$ cat src/rtl/muldiv_pkg.sv
// Shared definitions for the HI/LO multiply/divide unit: op codes, FSM states,
// and the sign helpers used to build magnitudes and fix up signed results.
package muldiv_pkg;

  localparam int DEFAULT_WIDTH = 32;
  // Helpers work on a wide word; callers size-cast in and out, so WIDTH may go up to 64.
  localparam int MAX_W = 128;

  localparam logic [1:0] OP_MULTU = 2'b00;
  localparam logic [1:0] OP_MULT  = 2'b01;
  localparam logic [1:0] OP_DIVU  = 2'b10;
  localparam logic [1:0] OP_DIV   = 2'b11;

  typedef enum logic [1:0] {
    IDLE = 2'd0,
    RUN  = 2'd1,
    FIX  = 2'd2
  } state_t;

  function automatic logic [MAX_W-1:0] cond_neg(input logic [MAX_W-1:0] v, input logic neg);
    return neg ? (~v + MAX_W'(1)) : v;
  endfunction

  function automatic logic [MAX_W-1:0] abs_val(input logic [MAX_W-1:0] v, input logic is_neg);
    return cond_neg(v, is_neg);
  endfunction

endpackage

$ cat src/rtl/muldiv_step.sv
// One iteration of the HI/LO datapath: shift-add multiply step, or (with
// MULDIV_DIV_EN defined) a restoring-divide step selected by i_div.
module muldiv_step
  import muldiv_pkg::*;
#(
  parameter int WIDTH = DEFAULT_WIDTH
) (
`ifdef MULDIV_DIV_EN
  input  logic               i_div,
`endif
  input  logic [2*WIDTH-1:0] i_acc,
  input  logic [WIDTH-1:0]   i_operand,
  output logic [2*WIDTH-1:0] o_acc
);

  logic [WIDTH:0]       w_sum;
  logic [2*WIDTH-1:0]   w_mul_acc;

  // Multiply: accumulator is {partial product, remaining multiplier bits}.
  assign w_sum     = {1'b0, i_acc[2*WIDTH-1:WIDTH]} + (i_acc[0] ? {1'b0, i_operand} : '0);
  assign w_mul_acc = {w_sum, i_acc[WIDTH-1:1]};

`ifdef MULDIV_DIV_EN
  logic [WIDTH:0]       w_shift;
  logic [WIDTH-1:0]     w_diff;
  logic                 w_ge;
  logic [2*WIDTH-1:0]   w_div_acc;

  // Divide: accumulator is {partial remainder, dividend bits shifting into quotient}.
  // When the subtract succeeds the true difference is below the divisor, so WIDTH bits hold it.
  assign w_shift   = {i_acc[2*WIDTH-1:WIDTH], i_acc[WIDTH-1]};
  assign w_ge      = (w_shift >= {1'b0, i_operand});
  assign w_diff    = w_shift[WIDTH-1:0] - i_operand;
  assign w_div_acc = w_ge ? {w_diff, i_acc[WIDTH-2:0], 1'b1}
                          : {w_shift[WIDTH-1:0], i_acc[WIDTH-2:0], 1'b0};

  assign o_acc = i_div ? w_div_acc : w_mul_acc;
`else
  assign o_acc = w_mul_acc;
`endif

endmodule

$ cat src/rtl/muldiv_unit.sv
// Iterative HI/LO multiply/divide unit with MTHI/MTLO path and start/busy/done
// handshake. Divide support is compiled in only when MULDIV_DIV_EN is defined.
module muldiv_unit
  import muldiv_pkg::*;
#(
  parameter int WIDTH = DEFAULT_WIDTH
) (
  input  logic             clk,
  input  logic             rst,
  input  logic             start,
  input  logic [1:0]       op,
  input  logic [WIDTH-1:0] A_data,
  input  logic [WIDTH-1:0] B_data,
  input  logic             mt_en,
  input  logic             mt_sel,
  output logic             busy,
  output logic             done,
  output logic [WIDTH-1:0] hi,
  output logic [WIDTH-1:0] lo,
  output logic [1:0]       o_dbg_state
);

  localparam int PW = 2 * WIDTH;
  localparam int CW = (WIDTH > 1) ? $clog2(WIDTH) : 1;

  // Handshake: start is accepted only in IDLE; busy is high from the accept edge
  // until the FIX edge; done pulses for the single cycle after HI/LO are written.
  state_t           r_state;
  state_t           w_next;
  logic [CW-1:0]    r_cnt;
  logic [PW-1:0]    r_acc;
  logic [WIDTH-1:0] r_operand;
  logic             r_sign_a;
  logic             r_sign_b;
  logic [WIDTH-1:0] r_hi;
  logic [WIDTH-1:0] r_lo;
  logic             r_done;

  logic             w_start_ok;
  logic             w_last;
  logic             w_sign_a;
  logic             w_sign_b;
  logic [WIDTH-1:0] w_abs_a;
  logic [WIDTH-1:0] w_abs_b;
  logic [PW-1:0]    w_step_acc;
  logic [PW-1:0]    w_prod;
  logic [WIDTH-1:0] w_fix_hi;
  logic [WIDTH-1:0] w_fix_lo;

`ifdef MULDIV_DIV_EN
  logic             r_div;
  logic             r_div0;
  assign w_start_ok = start && (r_state == IDLE);
`else
  assign w_start_ok = start && (r_state == IDLE) && !op[1];
`endif

  assign w_last   = (r_cnt == CW'(WIDTH - 1));
  assign w_sign_a = op[0] & A_data[WIDTH-1];
  assign w_sign_b = op[0] & B_data[WIDTH-1];
  assign w_abs_a  = WIDTH'(abs_val(MAX_W'(A_data), w_sign_a));
  assign w_abs_b  = WIDTH'(abs_val(MAX_W'(B_data), w_sign_b));

  always_ff @(posedge clk or negedge rst) begin
    if (!rst) r_state <= IDLE;
    else      r_state <= w_next;
  end

  always_comb begin
    w_next = r_state;
    case (r_state)
      IDLE:    if (w_start_ok) w_next = RUN;
      RUN:     if (w_last) w_next = FIX;
      FIX:     w_next = IDLE;
      default: w_next = IDLE;
    endcase
  end

  always_comb begin
    busy        = (r_state != IDLE);
    o_dbg_state = r_state;
  end

  always_ff @(posedge clk or negedge rst) begin
    if (!rst)                 r_cnt <= '0;
    else if (r_state == RUN)  r_cnt <= w_last ? '0 : r_cnt + CW'(1);
    else                      r_cnt <= '0;
  end

  // Multiply iterates over |B| adding |A|; divide iterates over |A| against |B|.
  always_ff @(posedge clk or negedge rst) begin
    if (!rst) begin
      r_acc     <= '0;
      r_operand <= '0;
      r_sign_a  <= 1'b0;
      r_sign_b  <= 1'b0;
`ifdef MULDIV_DIV_EN
      r_div     <= 1'b0;
      r_div0    <= 1'b0;
`endif
    end else if (w_start_ok) begin
      r_sign_a <= w_sign_a;
      r_sign_b <= w_sign_b;
`ifdef MULDIV_DIV_EN
      r_div     <= op[1];
      r_div0    <= op[1] && (B_data == '0);
      r_acc     <= op[1] ? {{WIDTH{1'b0}}, w_abs_a} : {{WIDTH{1'b0}}, w_abs_b};
      r_operand <= op[1] ? w_abs_b : w_abs_a;
`else
      r_acc     <= {{WIDTH{1'b0}}, w_abs_b};
      r_operand <= w_abs_a;
`endif
    end else if (r_state == RUN) begin
      r_acc <= w_step_acc;
    end
  end

  muldiv_step #(.WIDTH(WIDTH)) u_step (
`ifdef MULDIV_DIV_EN
    .i_div     (r_div),
`endif
    .i_acc     (r_acc),
    .i_operand (r_operand),
    .o_acc     (w_step_acc)
  );

  assign w_prod = PW'(cond_neg(MAX_W'(r_acc), r_sign_a ^ r_sign_b));

  // Divide by zero leaves |A| as the remainder, so HI recovers A_data via the sign fix-up.
  always_comb begin
    w_fix_hi = w_prod[PW-1:WIDTH];
    w_fix_lo = w_prod[WIDTH-1:0];
`ifdef MULDIV_DIV_EN
    if (r_div) begin
      w_fix_hi = WIDTH'(cond_neg(MAX_W'(r_acc[PW-1:WIDTH]), r_sign_a));
      w_fix_lo = r_div0 ? '1 : WIDTH'(cond_neg(MAX_W'(r_acc[WIDTH-1:0]), r_sign_a ^ r_sign_b));
    end
`endif
  end

  always_ff @(posedge clk or negedge rst) begin
    if (!rst) begin
      r_hi   <= '0;
      r_lo   <= '0;
      r_done <= 1'b0;
    end else begin
      r_done <= 1'b0;
      if (r_state == FIX) begin
        r_hi   <= w_fix_hi;
        r_lo   <= w_fix_lo;
        r_done <= 1'b1;
      end else if ((r_state == IDLE) && mt_en && !w_start_ok) begin
        if (mt_sel) r_hi <= A_data;
        else        r_lo <= A_data;
      end
    end
  end

  assign hi   = r_hi;
  assign lo   = r_lo;
  assign done = r_done;

endmodule

$ cat config.mk
export PLATFORM = sky130hd
export DESIGN_NAME = muldiv_unit
export DESIGN_NICKNAME = d
export VERILOG_FILES = /design/src/rtl/muldiv_pkg.sv /design/src/rtl/muldiv_step.sv /design/src/rtl/muldiv_unit.sv
export SDC_FILE = /design/constraint.sdc
export NUM_CORES = 1
export LEC_CHECK = 0
export CAP_MARGIN = 15
export CORE_MARGIN = 1
export CORE_UTILIZATION = 55
export DETAILED_ROUTE_END_ITERATION = 6
export PLACE_DENSITY_LB_ADDON = 0.08
export SLEW_MARGIN = 20
export SYNTH_ARGS = -nofsm -noshare
export SYNTH_HDL_FRONTEND = slang
export SYNTH_SLANG_ARGS = --single-unit
$ cat constraint.sdc
create_clock -name clk -period 4 [get_ports clk]
set_input_delay 0.6 -clock clk [delete_from_list [all_inputs] [get_ports clk]]
set_output_delay 0.6 -clock clk [all_outputs]
set_load 0.005 [all_outputs]
Word-level counts from Yosys, hierarchy flattened
Cells that the tools add are included.
Widths: inputs -> output; s select.
{"block": "classes", "addsub": 5, "eq_ne": 6, "mux": 18, "bitwise": 6, "reduce_logical": 14}
{"cell": "$mux 32", "count": 9}
{"cell": "$mux 64", "count": 3}
{"cell": "$add 32x1->32 const B", "count": 2}
{"cell": "$add 64x1->64 const B", "count": 1}
{"cell": "$not 32->32", "count": 2}
{"cell": "$not 64->64", "count": 1}
{"cell": "$add 32x33->33", "count": 1}
{"cell": "$mux 5", "count": 2}
{"cell": "$reduce_bool 2->1", "count": 4}
{"cell": "$reduce_and 2->1", "count": 3}
{"cell": "$add 5x1->5 const B", "count": 1}
{"cell": "$eq 5x5->1 const B", "count": 1}
{"cell": "$logic_and 1x1->1", "count": 4}
{"cell": "$mux 2", "count": 2}
{"cell": "$ne 2x2->1 const B", "count": 2}
{"cell": "$pmux 2 s2", "count": 1}
{"cell": "$and 1x1->1", "count": 2}
{"cell": "$eq 2x1->1 const B", "count": 1}
{"cell": "$eq 2x2->1 const B", "count": 1}
{"cell": "$logic_not 1->1", "count": 2}
{"cell": "$logic_not 2->1", "count": 1}
{"cell": "$ne 2x1->1 const B", "count": 1}
{"cell": "$mux 1", "count": 1}
{"cell": "$xor 1x1->1", "count": 1}
{"block": "totals", "regBits": 170, "input_bits": 71, "out_inout_bits": 68, "elab_cells": 58}

Logic depth before layout (Yosys ltp)
{"block": "depth", "depth_word": 7, "mapped_depth": 12, "ltp_nobuf": 10}

Modules after synthesis
A second synthesis with hierarchy kept.
{"block": "hier_totals", "hier_cells": 1520, "hier_area_um2": 12497.0}
{"mod": "muldiv_unit", "instances": 1, "cells_per_inst": 1167, "area_per_inst_um2": 10068.4, "seq_area_each_um2": 4254.1}
{"mod": "muldiv_step", "instances": 1, "cells_per_inst": 353, "area_per_inst_um2": 2428.6, "seq_area_each_um2": 0.0}

Worst setup path before layout
OpenSTA, ideal clock, no wires.
{"block": "synth_path", "path_type": "reg-to-reg", "from": "register r_acc[0]", "to": "register r_acc[59]", "arrival_ns": 2.968, "t_required_ns": 3.905, "setup_slack_ns": 0.936, "stages_incl_launch_ff": 13, "path_buffers": 2, "period_less_slack_ns": 3.064, "path_cell_list": "dfrtp_1 clkbuf_1 clkbuf_1 and2_1 ha_1 fa_1 a21o_1 a31oi_1 or3_1 a2111oi_0 o21ai_1 and3_1 o31ai_1"}
{"block": "synth_between", "elab_chain_len": 4}
{"element": "start: declaration", "line_no": "muldiv_unit.sv:31", "rtl": "logic [PW-1:0] r_acc;"}
{"element": "start signal: assignment", "line_no": "muldiv_unit.sv:110", "rtl": "r_acc <= {{WIDTH{1'b0}}, w_abs_b};"}
{"element": "start signal: assignment", "line_no": "muldiv_unit.sv:114", "rtl": "r_acc <= w_step_acc;"}
{"element": "$mux 32", "line_no": "muldiv_step.sv:20", "rtl": "assign w_sum = {1'b0, i_acc[2*WIDTH-1:WIDTH]} + (i_acc[0] ? {1'b0, i_operand} : '0);"}
{"element": "$add 32x33->33", "line_no": "muldiv_step.sv:20"}
{"element": "$mux 64", "line_no": "muldiv_unit.sv:113", "rtl": "end else if (r_state == RUN) begin"}
{"element": "$mux 64", "line_no": "muldiv_unit.sv:101", "rtl": "end else if (w_start_ok) begin"}
No other way between the ends. The select of a mux whose other input is x is not followed.
A chain may end at the register's enable or synchronous reset.

Worst setup path after layout
Same ends and word-level chain as after synthesis.

==> flow_metrics.env <==
export IMPL_core_area_um2=20500
export IMPL_finalSetupViolCount=0
export IMPL_antenna_found_initial=0
export IMPL_fp_row_count=52
export IMPL_r2r_cells=11
export IMPL_required_ns=4.35
export IMPL_outcome="finished clean"
export IMPL_maxCapViolations=0
export IMPL_cts_setup_buffers=0
export IMPL_critPathArrivalTime_ns=3.68
export IMPL_r2r_start="r_acc[0]"
export IMPL_grt_remaining_overflow=0
export IMPL_hold_violations=0
export IMPL_grt_util_met1=0.493
export IMPL_synth_edf_count=0
export IMPL_vias=11000
export IMPL_grt_max_degree=86
export IMPL_drive_above_1_share=0.0660
export IMPL_nets=1582
export IMPL_portBuffers=138
export IMPL_yosysWarnings=0
export IMPL_rsz0062_at_grt="no"
export IMPL_clock_path_buffers=2
export IMPL_cts_resized=0
export IMPL_wire_per_inst_um=20.7
export IMPL_cts_tree="done"
export IMPL_chipWidth_um=148
export IMPL_design_die_area_um2=21800
export IMPL_seq_area_frac_synth=0.364
export IMPL_crit_start="r_acc[0]"
export IMPL_crit_type="register to register"
export IMPL_grt_busiest_layer="met2"
export IMPL_antennaDiodeCount=0
export IMPL_drc_errors=0
export IMPL_post_route_min_period_ns=3.33
export IMPL_clk_transition_reported_paths_ns=0.07
export IMPL_p_per_area_nw_per_um2=674
export IMPL_pin_count=139
export IMPL_synth_area_leader_cell="dfrtp_1"
export IMPL_ant_nets=0
export IMPL_finalClockSkew_ns=0.0147
export IMPL_use_met3=0.0522
export IMPL_worstMarginPinSlew_ns=1.02
export IMPL_synth_nets=1478
export IMPL_cts_root_buf="clkbuf_16"
export IMPL_cp_start_kind="register"
export IMPL_rrSetupSlack_ns=0.67
export IMPL_met2_usage=0.516
export IMPL_cts_sinks=170
export IMPL_clock_latency_ns=0.44
export IMPL_nFillCells=1740
export IMPL_wirelength_mm=36.4
export IMPL_vias_per_cell=6.28
export IMPL_synth_top_cell_area_share=0.364
export IMPL_syn_cell_area_um2=11700
export IMPL_htreeDepth=4
export IMPL_hpwlAfterDp_mm=26.7
export IMPL_irDropWorstVdd_mv=0.326
export IMPL_synth_avg_cell_area_um2=8.53
export IMPL_ys_seq_elements=170
export IMPL_end_kind="register"
export IMPL_tns_ns=0
export IMPL_cp_max_fo=20
export IMPL_worst_slack_ns=0.667
export IMPL_finalCritPeriodShare=0.833
export IMPL_synth_cell_types=61
export IMPL_hp_class="input port to asynchronous set/reset pin"
export IMPL_slew_headroom=0.318
export IMPL_grt_pass1_wl_mm=57.3
export IMPL_synth_top_flop_cell="dfrtp_1"
export IMPL_place_congestion=0.965
export IMPL_drt_iter0_markers=894
export IMPL_async_flop_share=1.00
export IMPL_hold_buffers=0
export IMPL_syn_inst=1369
export IMPL_first_global_vias=10300
export IMPL_cts_buffers=17
export IMPL_die_height_um=148
export IMPL_dr_pass1_iters=5
export IMPL_slew_viol_final=0
export IMPL_initial_core_util=0.570
export IMPL_syn_to_final_growth_pct=18.9
export IMPL_power_w=0.00936
export IMPL_fmax_mhz=300
export IMPL_pre_cts_ws_ns=0.677
export IMPL_ys_top_cells_by_area="dfrtp_1, o21ai_0, xnor2_1"
export IMPL_p_leak_nw=5.83
export IMPL_grt_total_usage=0.340
## synth_stat cells (4+ instances only)
cell type  count
nor4_2         4
inv_1         23
a221o_1        4
a31oi_1       19
clkbuf_1      63
o41ai_2        5
o31ai_1       24
or4_1         10
a211oi_1       9
a22o_1         7
o21ai_0      172
nand2_1      170
nor2_1        83
ha_1          37
mux2i_1       45
o21ai_1       16
o41ai_1        7
and2_1        41
a21o_1        10
mux2_2        17
nor2b_1        4
dfrtp_1      170
o21bai_1       7
xor2_1        70
nor4_1        19
buf_1          9
o211ai_1       6
a21oi_1       88
a22oi_1       22
xnor2_1       74
and3_1         6
nor3_1        22
nand3_1       40
nand2b_1       9
nand4_1        9
or3_1          9
## registers in the layout, indices dropped and copies added (netlist names)
signal and flops:
lo 32, r_acc 64, r_sign_a 1, r_sign_b 1, done 1, r_cnt 5, r_operand 32, hi 32
o_dbg_state 2
## cells by family after synthesis
family	Yosys count	share of synthesized area
DFF	170	0.364
adders and majority gates	38	0.0413
muxes	62	0.0550
AOI/OAI and AO/OA	411	0.212
and+or+nand+nor	445	0.187
xor gates and xnor gates	144	0.108
buffers and inverters	99	0.0321
## layout by cell type, fill, tap and decap left out, types with 16 or more instances in the layout
| master | count |
|---|---|
| a21oi_1 | 88 |
| a22oi_1 | 22 |
| a31oi_1 | 19 |
| and2_1 | 41 |
| buf_4 | 20 |
| clkbuf_16 | 17 |
| clkdlybuf4s50_1 | 137 |
| dfrtp_1 | 170 |
| ha_1 | 37 |
| inv_1 | 23 |
| mux2_2 | 17 |
| mux2i_1 | 45 |
| nand2_1 | 170 |
| nand3_1 | 40 |
| nor2_1 | 82 |
| nor3_1 | 22 |
| nor4_1 | 19 |
| o21ai_0 | 172 |
| o21ai_1 | 16 |
| o31ai_1 | 24 |
| xnor2_1 | 73 |
| xor2_1 | 69 |
## routing by layer
layer | share of wire | wire, um
met5 | 0 | 0
met4 | 0.029 | 1040
met3 | 0.089 | 3240
met2 | 0.44 | 16200
met1 | 0.44 | 15900
## path summary, 6_finish.rpt
check | end
worst min-delay path | r_operand[16]
worst max register to register | r_acc[59]
min in group clk | r_cnt[0]
worst min register to register | r_cnt[0]
worst max-delay path | r_acc[59]
max in group asynchronous | r_operand[30]
## per-stage QoR
step                hold slack (ns)  cells  utilization  instance area, um2
global placement              0.453   1724        0.651               13300
finish                        0.141   1755        0.678               13900
detailed placement            0.462   1724        0.651               13300
global route                  0.197   1755        0.678               13900
floorplan                     0.304   1369            -               11700
CTS                           0.170   1755        0.677               13900
## power breakdown
part / switching (W) / internal (W)
Combinational: 0.00236 / 0.00204
Sequential: 0.000947 / 0.00240
Clock: 0.000747 / 0.000862
## final cells by class
| cell class | count | area [um2] | share of cell area |
|---|---|---|---|
| Clock inverter | 12 | 119 | 0.00856 |
| Sequential cell | 170 | 4250 | 0.306 |
| Tap cell | 270 | 338 | 0.0243 |
| Inverter | 24 | 90.1 | 0.00649 |
| Timing Repair Buffer | 160 | 1570 | 0.113 |
| Multi-Input combinational cell | 1100 | 7080 | 0.510 |
| Clock buffer | 19 | 433 | 0.0312 |
## critical path, cell delays in order, from the launching register on
cell	delay [ns]
dfrtp_1	0.67
and2_1	0.20
ha_1	0.20
fa_1	0.24
a21o_1	0.17
a31oi_1	0.14
or3_1	0.47
a2111oi_0	0.44
buf_4	0.20
o21ai_1	0.10
and3_1	0.21
o31ai_1	0.21
No activity file was read; power rests on OpenSTA's default activity.
